**src/rtl/n_bit_cbs_seq_pkg.sv**
```systemverilog
// ---------------------------------------------------------------------------
// cbs_pkg: shared definitions for the block-serial carry-bypass subtractor.
//   BLK_W          width of one carry-bypass block (bits)
//   state_t        sequencer states
//   cbs_blk_count  number of BLK_W-bit blocks needed for a given width
// ---------------------------------------------------------------------------
package cbs_pkg;

    localparam int unsigned BLK_W = 4;

    typedef enum logic [1:0] {
        IDLE = 2'd0,
        RUN  = 2'd1,
        DONE = 2'd2
    } state_t;

    // Block count for an operand width that is a multiple of BLK_W.
    function automatic int unsigned cbs_blk_count(input int unsigned width);
        return width / BLK_W;
    endfunction

endpackage

```
**src/rtl/n_bit_cbs_seq_block4.sv**
```systemverilog
// ---------------------------------------------------------------------------
// cbs_block4: combinational 4-bit carry-bypass adder block.
//   a4     first operand nibble
//   bn4    second operand nibble (already inverted for subtraction)
//   c_in   carry into the block
//   sum4   4-bit sum
//   c_out  carry out; equals c_in when every bit propagates
//   skip   1 when all four propagate bits are set (bypass taken)
// ---------------------------------------------------------------------------
module cbs_block4
    import cbs_pkg::*;
(
    input  logic [BLK_W-1:0] a4,
    input  logic [BLK_W-1:0] bn4,
    input  logic             c_in,
    output logic [BLK_W-1:0] sum4,
    output logic             c_out,
    output logic             skip
);

    logic [BLK_W-1:0] p;
    logic [BLK_W-1:0] g;
    logic [BLK_W:0]   c;

    // Generate/propagate ripple with a bypass mux on the block carry-out.
    always_comb begin
        p     = a4 ^ bn4;
        g     = a4 & bn4;
        c     = '0;
        c[0]  = c_in;
        for (int i = 0; i < int'(BLK_W); i++) begin
            c[i+1] = g[i] | (p[i] & c[i]);
        end
        sum4  = p ^ c[BLK_W-1:0];
        skip  = &p;
        c_out = skip ? c_in : c[BLK_W];
    end

endmodule

```
**src/rtl/n_bit_cbs_seq.sv**
```systemverilog
// ---------------------------------------------------------------------------
// n_bit_cbs_seq: block-serial carry-bypass subtractor, diff = a - b - b_in.
// Processes one 4-bit block per clock as a + ~b + ~b_in; the result is ready
// NBLK clocks after the operands are accepted.
//
// Ports:
//   clk        clock, rising edge
//   rst        synchronous active-high reset
//   in_valid   operand bundle valid
//   in_ready   block can accept operands (idle and not in reset)
//   a, b       minuend / subtrahend
//   b_in       borrow-in
//   out_valid  result valid
//   out_ready  consumer accepts result
//   diff       a - b - b_in mod 2^WIDTH
//   b_out      borrow-out (unsigned a < b + b_in)
//   ovf        two's-complement overflow
//   skip_cnt   number of bypassed blocks (only with CBS_SKIP_CNT_EN)
//
// Build option: define CBS_SKIP_CNT_EN to add the skip_cnt output.
// ---------------------------------------------------------------------------
module n_bit_cbs_seq
    import cbs_pkg::*;
#(
    parameter int unsigned WIDTH = 64,
    parameter int unsigned NBLK  = cbs_blk_count(WIDTH)
) (
    input  logic             clk,
    input  logic             rst,
    input  logic             in_valid,
    output logic             in_ready,
    input  logic [WIDTH-1:0] a,
    input  logic [WIDTH-1:0] b,
    input  logic             b_in,
    output logic             out_valid,
    input  logic             out_ready,
    output logic [WIDTH-1:0] diff,
    output logic             b_out,
    output logic             ovf
`ifdef CBS_SKIP_CNT_EN
    ,
    output logic [$clog2(NBLK+1)-1:0] skip_cnt
`endif
);

    localparam int unsigned KW = (NBLK > 1) ? $clog2(NBLK) : 1;
`ifdef CBS_SKIP_CNT_EN
    localparam int unsigned SW = $clog2(NBLK + 1);
`endif

    state_t           state_q;
    logic [WIDTH-1:0] a_q;
    logic [WIDTH-1:0] bn_q;
    logic             carry_q;
    logic [KW-1:0]    k_q;
    logic [WIDTH-1:0] diff_q;
    logic             b_out_q;
    logic             ovf_q;
    logic             out_valid_q;
`ifdef CBS_SKIP_CNT_EN
    logic [SW-1:0]    skip_q;
`endif

    logic [BLK_W-1:0] sum4_c;
    logic             c_out_c;
    logic             skip_c;
    logic             c_msb_in_c;
    logic             last_blk_c;
    logic [WIDTH-1:0] diff_shift_c;

    // Operands are shifted right each RUN edge, so the active block is always
    // the low nibble and no variable part-select is needed.
    cbs_block4 u_blk (
        .a4    (a_q[BLK_W-1:0]),
        .bn4   (bn_q[BLK_W-1:0]),
        .c_in  (carry_q),
        .sum4  (sum4_c),
        .c_out (c_out_c),
        .skip  (skip_c)
    );

    // Carry into the operand MSB, recovered from the MSB sum bit of the last block.
    assign c_msb_in_c = a_q[BLK_W-1] ^ bn_q[BLK_W-1] ^ sum4_c[BLK_W-1];
    assign last_blk_c = (k_q == KW'(NBLK - 1));

    // Result shifts in from the top; after NBLK edges block k sits at diff[4k+3:4k].
    if (WIDTH > BLK_W) begin : g_wide
        assign diff_shift_c = {sum4_c, diff_q[WIDTH-1:BLK_W]};
    end else begin : g_single
        assign diff_shift_c = sum4_c;
    end

    // Sequencer, operand and result registers.
    always_ff @(posedge clk) begin
        if (rst) begin
            state_q     <= IDLE;
            a_q         <= '0;
            bn_q        <= '0;
            carry_q     <= 1'b0;
            k_q         <= '0;
            diff_q      <= '0;
            b_out_q     <= 1'b0;
            ovf_q       <= 1'b0;
            out_valid_q <= 1'b0;
`ifdef CBS_SKIP_CNT_EN
            skip_q      <= '0;
`endif
        end else begin
            case (state_q)
                IDLE: begin
                    if (in_valid) begin
                        a_q     <= a;
                        bn_q    <= ~b;
                        carry_q <= ~b_in;
                        k_q     <= '0;
`ifdef CBS_SKIP_CNT_EN
                        skip_q  <= '0;
`endif
                        state_q <= RUN;
                    end
                end
                RUN: begin
                    a_q     <= a_q >> BLK_W;
                    bn_q    <= bn_q >> BLK_W;
                    carry_q <= c_out_c;
                    diff_q  <= diff_shift_c;
                    k_q     <= k_q + KW'(1);
`ifdef CBS_SKIP_CNT_EN
                    if (skip_c) begin
                        skip_q <= skip_q + SW'(1);
                    end
`endif
                    if (last_blk_c) begin
                        b_out_q     <= ~c_out_c;
                        ovf_q       <= c_msb_in_c ^ c_out_c;
                        out_valid_q <= 1'b1;
                        k_q         <= '0;
                        state_q     <= DONE;
                    end
                end
                DONE: begin
                    if (out_ready) begin
                        out_valid_q <= 1'b0;
                        state_q     <= IDLE;
                    end
                end
                default: begin
                    out_valid_q <= 1'b0;
                    state_q     <= IDLE;
                end
            endcase
        end
    end

    // Ready drops immediately with reset so nothing is accepted on a reset edge.
    assign in_ready  = (state_q == IDLE) && !rst;
    assign out_valid = out_valid_q;
    assign diff      = diff_q;
    assign b_out     = b_out_q;
    assign ovf       = ovf_q;
`ifdef CBS_SKIP_CNT_EN
    assign skip_cnt  = skip_q;
`endif

endmodule
```
**config.mk**
```make
export PLATFORM = sky130hd
export DESIGN_NAME = n_bit_cbs_seq
export DESIGN_NICKNAME = d
export VERILOG_FILES = /design/src/rtl/n_bit_cbs_seq_pkg.sv /design/src/rtl/n_bit_cbs_seq_block4.sv /design/src/rtl/n_bit_cbs_seq.sv
export SDC_FILE = /design/constraint.sdc
export NUM_CORES = 1
export LEC_CHECK = 0
export CAP_MARGIN = 0
export CORE_MARGIN = 1.5
export CORE_UTILIZATION = 45
export DETAILED_ROUTE_END_ITERATION = 10
export GPL_ROUTABILITY_DRIVEN = 0
export PLACE_DENSITY = 0.76
export SETUP_SLACK_MARGIN = 0.2
export SYNTH_ARGS = -nofsm -noshare
export SYNTH_HDL_FRONTEND = slang
export SYNTH_SLANG_ARGS = --single-unit
```
**constraint.sdc**
```tcl
create_clock -name clk -period 2.2 [get_ports clk]
set_input_delay 0.44 -clock clk [delete_from_list [all_inputs] [get_ports clk]]
set_output_delay 0.44 -clock clk [all_outputs]
set_load 0.01 [all_outputs]
```
==> flow_summary.toml <==
[outcome]
status = "complete, but fails checks"
failing_checks = "setup timing"

[clock_network]
tritoncts = "done"
worst_skew_late_latency_ns = 0.50
clkSinkCount = 202
clk_root_buffer_cell = "sky130_fd_sc_hd__clkbuf_16"
cts.clk_slew.worst_paths_ns = 0.06
cts_made_buffers = 22
h_tree_lvls = 1
clock_tree.buffer_depth = 3

[min_path]
timing.hold.worst_endpoint = "diff[0]"
timing.hold.worst.class = "flop to flop"
hold_path_depth = 2
hp-start = "diff[0]"

[floorplan]
io_pins = 201
core-area_um2 = 18800
rows = 50
die_area_um2 = 20000
initial_core_util = 0.459
die_w_um = 141
die_height_um = 141

[power_and_ir_drop]
worst_ir_drop_vdd_v = 0.000457
sw_frac_of_total = 0.242
design_power_total_mw = 9.20
power.internal_mw = 6.98
switchingPower_mw = 2.23
power_per_unit_of_standard_cell_area_nw_per_um2 = 799
cellLeakagePower_nw = 4.41
pwr-share-clk = 0.413
comb_power_share = 0.147
power.share.sequential = 0.440

[yosys]
synthArstFlopShare = 0
post_synth_num_cell_types = 34
yosys_register_bits = 202
average_cell_area_after_synthesis_um2 = 7.99
synth.area.top_cells = "sky130_fd_sc_hd__dfxtp_1 47%, sky130_fd_sc_hd__nor2_1 9.6%, sky130_fd_sc_hd__a2bb2oi_1 6.2%"
synth-warning-count = 0
synthesis.area_um2 = 8620
netlist_instances = 1078
synth_ff_type = "sky130_fd_sc_hd__dfxtp_1"
synth_edf_count = 0
yosysTopAreaCellShare = 0.469
synth-seq-area-share = 0.469
synth_top_cell_by_area = "sky130_fd_sc_hd__dfxtp_1"
syn_nets = 1220

[setup_path]
timing.reg2reg.worst_path_depth = 9
critical_path_class = "flop to flop"
cp_data_required_time_ns = 2.61
regToRegEndpoint = "ovf"
worst_ep_arrival_time_ns = 2.82
critical_path.max_fanout = 2
critPathCaptureType = "flop"
reg_to_reg_setup_timing_slack_ns = -0.21
timing.critical_path.from_type = "flop"

[detailed_routing]
postRouteWirelength_mm = 21.9
routedWlPerCell_um = 14.9
detailroute.via_count = 7968
number_of_remaining_drc_errors = 0
via_per_inst = 5.42
detail_route.iter0.violations = 390
detail-route-antenna-nets = 0
drt_pre_antenna_iters = 4

[cells_and_area]
num-nets-final = 1364
fill_cells = 1657
flow.area_growth_from_synthesis_pct = 33.6
antenna_cells_inserted = 0
post_route_cells_drive_above_1_share = 0.0792
utilization = 0.614

[timing]
final.setup_skew_ns = 0.0217
fin_hold_ws_ns = 0.453
finalWorstPathRequiredPeriod_ns = 2.41
slew-limit-headroom = 0.255
max_clock_freq_ghz = 0.415
period_share = 1.10
worstMarginPinSlew_ns = 1.11
hold_violations = 0
timing_max_transition_violations_final = 0
rsz_0062_raised_after_global_routing = "yes"
setup_slack_ns = -0.210
finalSetupViolCount = 2

[grt]
antenna_found_initial = 1
number_of_global_route_vias_before_repair = 7176
grt_overflow = 0
maximum_number_of_pins_on_one_net_before_global_route_repair = 187
grt_use_total = 0.210
first_pass_grt_wire_length_mm = 35.4

[placement]
portBuffers = 200
place.detailed.hpwl_mm = 13.7
place_ws_ns = -0.185

[job]
timing.max_cap.violations = 0
==> flip-flops by register name, indices dropped and copies added, names as in the netlist, named ones only <==
register and cells:
k_q 4, a_q 64, b_out 1, state_q 2, out_valid 1, ovf 1
bn_q 64, diff 64
==> synthesized netlist by cell type, drive strengths merged, types with 2 or more instances <==
master / count
a22oi: 6
a2bb2oi: 61
nand3: 62
xnor2: 2
nor3: 42
fa: 4
o21ai: 64
clkbuf: 45
buf: 60
nand4: 2
nand2: 131
dfxtp: 202
a221oi: 2
a211oi: 64
ha: 5
o221a: 17
inv: 6
a21oi: 70
o22ai: 2
nor2: 221
==> critical path: stages (launching register included) <==
cell and delay (ns):
sky130_fd_sc_hd__dfxtp_2 0.34, sky130_fd_sc_hd__inv_2 0.06, sky130_fd_sc_hd__fa_1 0.15, sky130_fd_sc_hd__inv_1 0.06
sky130_fd_sc_hd__fa_2 0.35, sky130_fd_sc_hd__fa_2 0.35, sky130_fd_sc_hd__fa_2 0.56, sky130_fd_sc_hd__xnor2_1 0.14
sky130_fd_sc_hd__xnor2_1 0.11, sky130_fd_sc_hd__a211oi_1 0.22
==> layout make-up <==
class                      instances  area [um^2]  share of cell area
multi-input combinational        764         4080               0.354
sequential                       202         4050               0.352
timing repair buffer             225         2300               0.200
clock buffer                      35          691              0.0600
tap                              234          293              0.0254
clock inverter                     4         72.6             0.00630
inverter                           7         28.8             0.00250
==> layout by cell type, fill, tap and decap left out, types with 2 or more instances in the layout <==
master / netlist / layout
sky130_fd_sc_hd__bufinv_16: 0 / 2
sky130_fd_sc_hd__dfxtp_2: 0 / 4
sky130_fd_sc_hd__o221a_2: 17 / 17
sky130_fd_sc_hd__a22oi_1: 6 / 6
sky130_fd_sc_hd__o21ai_0: 49 / 48
sky130_fd_sc_hd__a211oi_1: 64 / 64
sky130_fd_sc_hd__dfxtp_1: 202 / 197
sky130_fd_sc_hd__a221oi_1: 2 / 2
sky130_fd_sc_hd__clkbuf_16: 0 / 23
sky130_fd_sc_hd__a2bb2oi_1: 61 / 61
sky130_fd_sc_hd__a21oi_1: 70 / 69
sky130_fd_sc_hd__nand2_1: 131 / 131
sky130_fd_sc_hd__o21ai_1: 15 / 16
sky130_fd_sc_hd__o22ai_1: 2 / 2
sky130_fd_sc_hd__nand4_1: 2 / 2
sky130_fd_sc_hd__fa_2: 0 / 3
sky130_fd_sc_hd__inv_2: 1 / 4
sky130_fd_sc_hd__clkbuf_8: 0 / 7
sky130_fd_sc_hd__nor3_1: 42 / 42
sky130_fd_sc_hd__buf_12: 0 / 9
sky130_fd_sc_hd__xnor2_1: 2 / 2
sky130_fd_sc_hd__nand3_1: 62 / 62
sky130_fd_sc_hd__ha_1: 5 / 5
sky130_fd_sc_hd__nor2_1: 221 / 220
sky130_fd_sc_hd__buf_4: 0 / 17
sky130_fd_sc_hd__clkdlybuf4s50_1: 0 / 197
sky130_fd_sc_hd__clkbuf_1: 45 / 5
==> layer usage <==
metal / part of all wire / wire length [um] / track usage / vias to the layer above
met3: 0.060 / 1310 / 0.0371 / 40
li1: - / - / - / 4029
met4: 0.020 / 441 / 0.0537 / 2
met5: 0.00059 / 13 / 0 / -
met2: 0.47 / 10200 / 0.343 / 256
met1: 0.45 / 9880 / 0.290 / 3641
==> stage by stage <==
step / instance area [um^2] / setup TNS [ns] / instances
6_report: 11500 / -0.223 / 1471
5_1_grt: 11500 / -0.594 / 1471
4_1_cts: 11500 / -0.190 / 1470
3_5_place_dp: 10700 / -0.561 / 1429
3_3_place_gp: 10700 / -0.425 / 1429
2_1_floorplan: 8620 / -0.0670 / 1078
==> power by group through the flow <==
stage	Clock, mW	Sequential [mW]	Combinational (mW)
2_1_floorplan	0	4.09	0.883
3_3_place_gp	0	4.12	1.32
3_5_place_dp	0	4.13	1.34
4_1_cts	3.89	4.05	1.35
5_1_grt	4.03	4.08	1.50
6_report	3.80	4.05	1.36
==> worst max-delay path by stage <==
stage | end | slack [ns] | cells past startpoint
floorplan | ovf | -0.07 | 9
global placement | ovf | -0.15 | 9
detailed placement | ovf | -0.19 | 9
CTS | ovf | -0.16 | 9
global route | ovf | -0.37 | 9
finish | ovf | -0.21 | 9
==> cell families (layout without fill, tap and decap cells) <==
logic type,count (synthesis),after routing,synth area share
xor gates and xnor gates,2,2,0.00203
AOI/OAI and AO/OA,288,288,0.228
buffers and inverters,112,271,0.0622
adders and majority gates,9,9,0.0166
and+or+nand+nor,463,463,0.219
DFF,202,202,0.469
muxes,2,2,0.00247
==> repair_timing <==
| action | 4_1_cts | 5_1_grt |
|---|---|---|
| setup endpoints to repair | 5 | 4 |
| pin swaps | 5 | 3 |
| buffers inserted | 2 | 1 |
| gates resized for setup | 8 | 2 |
| hold buffers | 0 | 0 |
Power figures use the tool's default switching activity.
